===== config.mk =====
export PLATFORM = sky130hd
export DESIGN_NAME = alu_error_monitor
export DESIGN_NICKNAME = d
export VERILOG_FILES = /design/src/rtl/alu_error_monitor.sv
export SDC_FILE = /design/constraint.sdc
export NUM_CORES = 1
export LEC_CHECK = 0
export BUFFER_PORTS_ARGS = -buffer_cell sky130_fd_sc_hd__buf_2
export CAP_MARGIN = 40
export CORE_MARGIN = 2
export CORE_UTILIZATION = 45
export CTS_BUF_LIST = sky130_fd_sc_hd__clkbuf_16
export DETAILED_ROUTE_END_ITERATION = 12
export RECOVER_POWER = 100
export SLEW_MARGIN = 5
export SYNTH_ARGS = -nofsm -noshare
export SYNTH_HDL_FRONTEND = slang
export SYNTH_SLANG_ARGS = --single-unit

===== constraint.sdc =====
create_clock -name clk -period 6 [get_ports clk]
set_clock_uncertainty 0.15 [all_clocks]
set_input_delay 1.5 -clock clk [delete_from_list [all_inputs] [get_ports clk]]
set_output_delay 1.5 -clock clk [all_outputs]
set_load 0.05 [all_outputs]

===== src/rtl/alu_error_monitor.sv =====
// alu_error_monitor: registered error-reporting stage behind the ALU flag logic.
// Captures the error cause on each committed operation, keeps a saturating
// error count and blinks ledr9 while an error is held.
// Optional feature macro: ERR_STICKY_EN. When it is defined, an error is held
// until clear or rst. When it is undefined, a clean commit auto-clears the error.
module alu_error_monitor #(
    parameter int unsigned BLINK_HALF = 25_000_000,
    parameter int unsigned CNT_W      = 4
) (
    input  logic             clk,
    input  logic             rst,
    input  logic             exec,
    input  logic             err_in,
    input  logic [2:0]       seletor,
    input  logic             clear,
    output logic             ledr9,
    output logic             err_active,
    output logic [1:0]       err_code,
    output logic [CNT_W-1:0] err_cnt
);

    // A one-cycle half-period still needs a 1-bit counter.
    localparam int unsigned BW = (BLINK_HALF > 1) ? $clog2(BLINK_HALF) : 1;
    localparam logic [BW-1:0] BlinkLast = BW'(BLINK_HALF - 1);
    localparam logic [CNT_W-1:0] CntMax = {CNT_W{1'b1}};

    typedef enum logic {
        StOk,
        StErr
    } state_e;

    state_e           state_q, state_d;
    logic [1:0]       code_q, code_d;
    logic [CNT_W-1:0] cnt_q, cnt_d;
    logic [BW-1:0]    blink_q, blink_d;
    logic             phase_q, phase_d;

    // Cause decode: unknown selectors with an error flag map to the unused-opcode code.
    function automatic logic [1:0] decode_cause(input logic [2:0] sel);
        logic [1:0] cause;
        case (sel)
            3'b001:  cause = 2'b01;
            3'b110:  cause = 2'b10;
            3'b111:  cause = 2'b11;
            default: cause = 2'b11;
        endcase
        return cause;
    endfunction

    // Next-state logic: clear has priority over exec in both states.
    always_comb begin
        state_d = state_q;
        code_d  = code_q;
        cnt_d   = cnt_q;
        blink_d = blink_q;
        phase_d = phase_q;

        if (clear) begin
            if (state_q == StErr) begin
                state_d = StOk;
                code_d  = 2'b00;
                blink_d = '0;
                phase_d = 1'b0;
            end
        end else if (exec && err_in) begin
            // Capture or re-capture: the blink restarts with the LED on.
            state_d = StErr;
            code_d  = decode_cause(seletor);
            if (cnt_q != CntMax) begin
                cnt_d = cnt_q + CNT_W'(1);
            end
            blink_d = '0;
            phase_d = 1'b1;
        end else if (state_q == StErr) begin
`ifdef ERR_STICKY_EN
            // Clean commits are ignored; the blink keeps running.
            if (blink_q == BlinkLast) begin
                blink_d = '0;
                phase_d = ~phase_q;
            end else begin
                blink_d = blink_q + BW'(1);
            end
`else
            if (exec) begin
                // A clean commit auto-clears the held error.
                state_d = StOk;
                code_d  = 2'b00;
                blink_d = '0;
                phase_d = 1'b0;
            end else if (blink_q == BlinkLast) begin
                blink_d = '0;
                phase_d = ~phase_q;
            end else begin
                blink_d = blink_q + BW'(1);
            end
`endif
        end
    end

    // State registers with synchronous active-high reset.
    always_ff @(posedge clk) begin
        if (rst) begin
            state_q <= StOk;
            code_q  <= 2'b00;
            cnt_q   <= '0;
            blink_q <= '0;
            phase_q <= 1'b0;
        end else begin
            state_q <= state_d;
            code_q  <= code_d;
            cnt_q   <= cnt_d;
            blink_q <= blink_d;
            phase_q <= phase_d;
        end
    end

    // Phase is forced low whenever the FSM is in StOk, so it drives the LED directly.
    assign ledr9      = phase_q;
    assign err_active = (state_q == StErr);
    assign err_code   = code_q;
    assign err_cnt    = cnt_q;

endmodule

# == After elaboration in Yosys (flattened, before gate mapping) ==
# Index checks and enable logic that the tools add are counted.
# totals
register_bits,33
in_bits,8
out_inout_bits,8
word_cells,44
# classes
n_bitwise,2
eq_ne,5
add_sub_neg,2
n_reduce_logical,9
muxes,21
# op_table
operator,n
25-bit two-way mux,6
"25-bit by 1-bit adder with 25-bit output, second input constant",1
"25-bit equality test, second input constant",1
2-bit two-way mux,5
1-bit two-way mux,9
3-bit AND reduction,3
"4-bit by 1-bit adder with 4-bit output, second input constant",1
"4-bit inequality test, second input constant",1
2-bit case mux with 2 select lines,1
4-bit nonzero test,1
"3-bit by 1-bit equality test with 1-bit output, second input constant",1
"3-bit equality test, second input constant",1
3-bit nonzero test,1
"2-bit by 1-bit inequality test with 1-bit output, second input constant",1
1-bit NOT,2
2-bit AND reduction,1
2-bit nonzero test,1
2-bit OR reduction,1
1-bit logical AND,1

# == Longest topological paths before layout ==
# logic_depth
ltp_word,6
depth_mapped,7

# == Worst setup path before layout ==
# OpenSTA, ideal clock, no wires.
# synth_path
path_kind,input port to flip-flop
from,input port clear
to,register blink_q[10]
arrival_ps,2770
path_buffers,0
required_ps,5776
path_slack_ps,3006
cell_stages,5
path_cell_list,nand3b_4 -> a2111oi_2 -> nand2_1 -> or3b_1 -> a31oi_1
# synth_via
elab_chain_cells,2
elab_cells_between_ends,3
cone_classes,eq/ne (1); mux (1); reduce/logical (1)
# synth_rtl
element,line_no,rtl
"start, declared",15,"input logic clear,"
2-bit by 1-bit inequality test with 1-bit output (no source line),-,
2-bit AND reduction (no source line),-,
"end signal, assigned",112,blink_q <= blink_d;
"end, declared",35,"logic [BW-1:0] blink_q, blink_d;"
# Several ways; a longest one is shown, not always the timed one.
# A chain may end at the register's enable or synchronous reset.

# == Worst setup path after layout ==
# layout_path
from,input port exec
to,register blink_q[21]
# layout_via
elab_chain_cells,4
elab_cells_between_ends,7
cone_classes,mux (4); reduce/logical (3)
# layout_rtl
element,line_no,rtl
"start, declared",12,"input logic exec,"
25-bit two-way mux,84,if (exec) begin
25-bit two-way mux,74,end else if (state_q == StErr) begin
25-bit two-way mux,65,end else if (exec && err_in) begin
25-bit two-way mux,58,if (clear) begin
# Several ways; a longest one is shown, not always the timed one. The select of a mux whose other input is x is not followed.

==> flow_summary.yaml <==
status:
  status: "completed"
yosys:
  synth.top_cell.area_share: 0.394
  synth.cell_area_um2: 1680
  synth_seq_cells: 33
  ys_types: 43
  synth_top_cells_by_count: "dfxtp_1, nor2_1, nand3_1"
  synth_edf_count: 0
  syn-num-nets: 208
  yosysSeqAreaShare: 0.394
  synth_most_common_cell: "dfxtp_1"
  synth_area_leaders: "dfxtp_1, nand3_1, nor2_1"
  async_flop_share: 0
  yosys.area.top_type: "dfxtp_1"
  syn_area_per_cell_um2: 8.47
  postSynthCellCount: 198
  yosysWarnings: 0
  dominantRegCellSynth: "dfxtp_1"
clock_network:
  clockBufferDepth: 2
  cts-root-buf: "clkbuf_16"
  cts_max_level: 2
  cts_buffers: 5
  cts.sinks: 33
  insertion_delay_ps: 280
  clk_pin_slew_ps: 50
  hold_buffers: 0
  post_cts_buffers: 0
  cts_tree: "yes"
  post_cts_resized: 0
route:
  ant_nets: 0
  dr.first_iter.drc_count: 72
  drt_wl_total_um: 3600
  first_pass_iters: 4
  vias: 1489
  viasPerCell: 5.68
  drc: 0
  wl_per_cell_um: 13.7
global_routing:
  grt_use_total: 0.199
  grt_max_degree: 19
  grt_pass1_vias: 1415
  grt_overflow_total: 0
  grt_pass1_wl_um: 6400
  antenna_found_initial: 0
place:
  dpl_cell_area_um2: 1780
  globalplace.congestion: 0.807
  portBuffers: 15
  dp_hpwl_um: 2610
die:
  die_w_um: 65.1
  initial_core_util: 0.462
  core_um2: 3630
  rows: 22
  die-area_um2: 4230
  die_h_um: 65.1
  ioPinCount: 16
cells_and_area:
  fillers: 363
  diodes: 0
  drive_above_1_share: 0.0888
  syn2layout_area_growth_pct: 12.4
  fin_nets: 224
  finalInstanceArea_um2: 1890
sta:
  setup_viol_count_final: 0
  period_share: 0.588
  tns_ps: 0
  final_max_slew_viol_count: 0
  fin_crit_ps: 3530
  hold_viol: 0
  rsz0062_at_grt: "no"
  max_slew_margin: 0.233
  worstMarginPinSlew_ps: 1150
  fmax_mhz: 283
pwr:
  p_per_area_nw_per_um2: 257
  ir_drop_v: 0.000171
  leakage_nw: 0.622
critical_path:
  arrival_ps: 3580
  crit_path_max_fanout: 16
  startpoint_type: "input port"
  required_ps: 6050
  crit_type: "input port to flip-flop"
  endpoint_kind: "flip-flop"
run:
  max-cap-violations: 0
min_path:
  hold_path_class: "flip-flop to flip-flop"
## path summary, 6_finish.rpt
| check | slack (ps) | depth (start not counted) | from | end |
|---|---|---|---|---|
| hold / removal | 330 | 2 | err_code[0] | err_code[0] |
| setup / recovery | 2470 | 5 | exec | blink_q[21] |
| setup reg to reg | 2840 | 5 | blink_q[21] | blink_q[21] |
| hold reg to reg | 330 | 2 | err_code[0] | err_code[0] |
## cell type report
type,count,area [um^2],share of cell area
Clock buffer,5,125,0.0664
Clock inverter,2,7.51,0.00398
Inverter,1,3.75,0.00199
Multi-Input combinational cell,158,965,0.512
Sequential cell,33,661,0.350
Tap cell,48,60.1,0.0319
Timing Repair Buffer,15,63.8,0.0338
## worst max-delay path, cell delays in order
cell      delay, ps
clkbuf_1        130
or2_2           340
a21oi_1         780
o21bai_1        580
nor2_1          240
## where the power goes
part	internal, mW	leakage [nW]	switching, mW
Clock	0.148	0.0685	0.0856
Sequential	0.221	0.266	0.00178
Combinational	0.00652	0.287	0.0206
Total	0.376	0.622	0.108
## sequential cells by signal, indices dropped and copies added, names as in the netlist, named ones only
name,cells
blink_q,25
err_cnt,4
err_code,2
ledr9,1
## metrics by stage
step	utilization	total power, mW	hold WS, ps	std cells	worst slack [ps]
6_report	0.519	0.484	332	262	2470
5_1_grt	0.519	0.504	368	262	2190
4_1_cts	0.527	0.490	331	262	2830
3_5_place_dp	0.490	0.257	320	255	2540
3_3_place_gp	0.490	0.256	313	255	2590
2_1_floorplan	-	0.249	308	198	3010
## cell families after synthesis
kind of cell | share of synthesized area
simple gates | 0.355
flops | 0.394
compound gates | 0.121
xor+xnor | 0.0887
buf+inv | 0.0209
fa+ha+maj | 0.0149
mux | 0.00597
## layout by cell type (no fill, tap or decap), types with 2 or more instances in the layout
cell type / Yosys / layout
inv_1: 1 / 2
nand4b_1: 3 / 3
nor4_1: 2 / 2
xor2_1: 11 / 11
clkbuf_16: 0 / 5
nor3_1: 4 / 4
nor2_1: 28 / 29
a211oi_1: 3 / 3
and4_1: 2 / 2
o21ai_0: 6 / 6
and3_1: 2 / 2
a21oi_1: 10 / 11
clkbuf_1: 4 / 9
dfxtp_1: 33 / 33
ha_1: 2 / 2
nand2_1: 22 / 22
nand4_1: 6 / 6
a31oi_1: 6 / 6
nand3_1: 23 / 23
xnor2_1: 6 / 6
buf_2: 1 / 6
## per-layer routing
layer  up-vias  track usage  wire [um]
li1        749            -          -
met1       689        0.256       1600
met2        42        0.317       1700
met3         9       0.0417        205
met4         0       0.0964         92
met5         -            0          0
No activity file was read; power rests on OpenSTA's default activity.
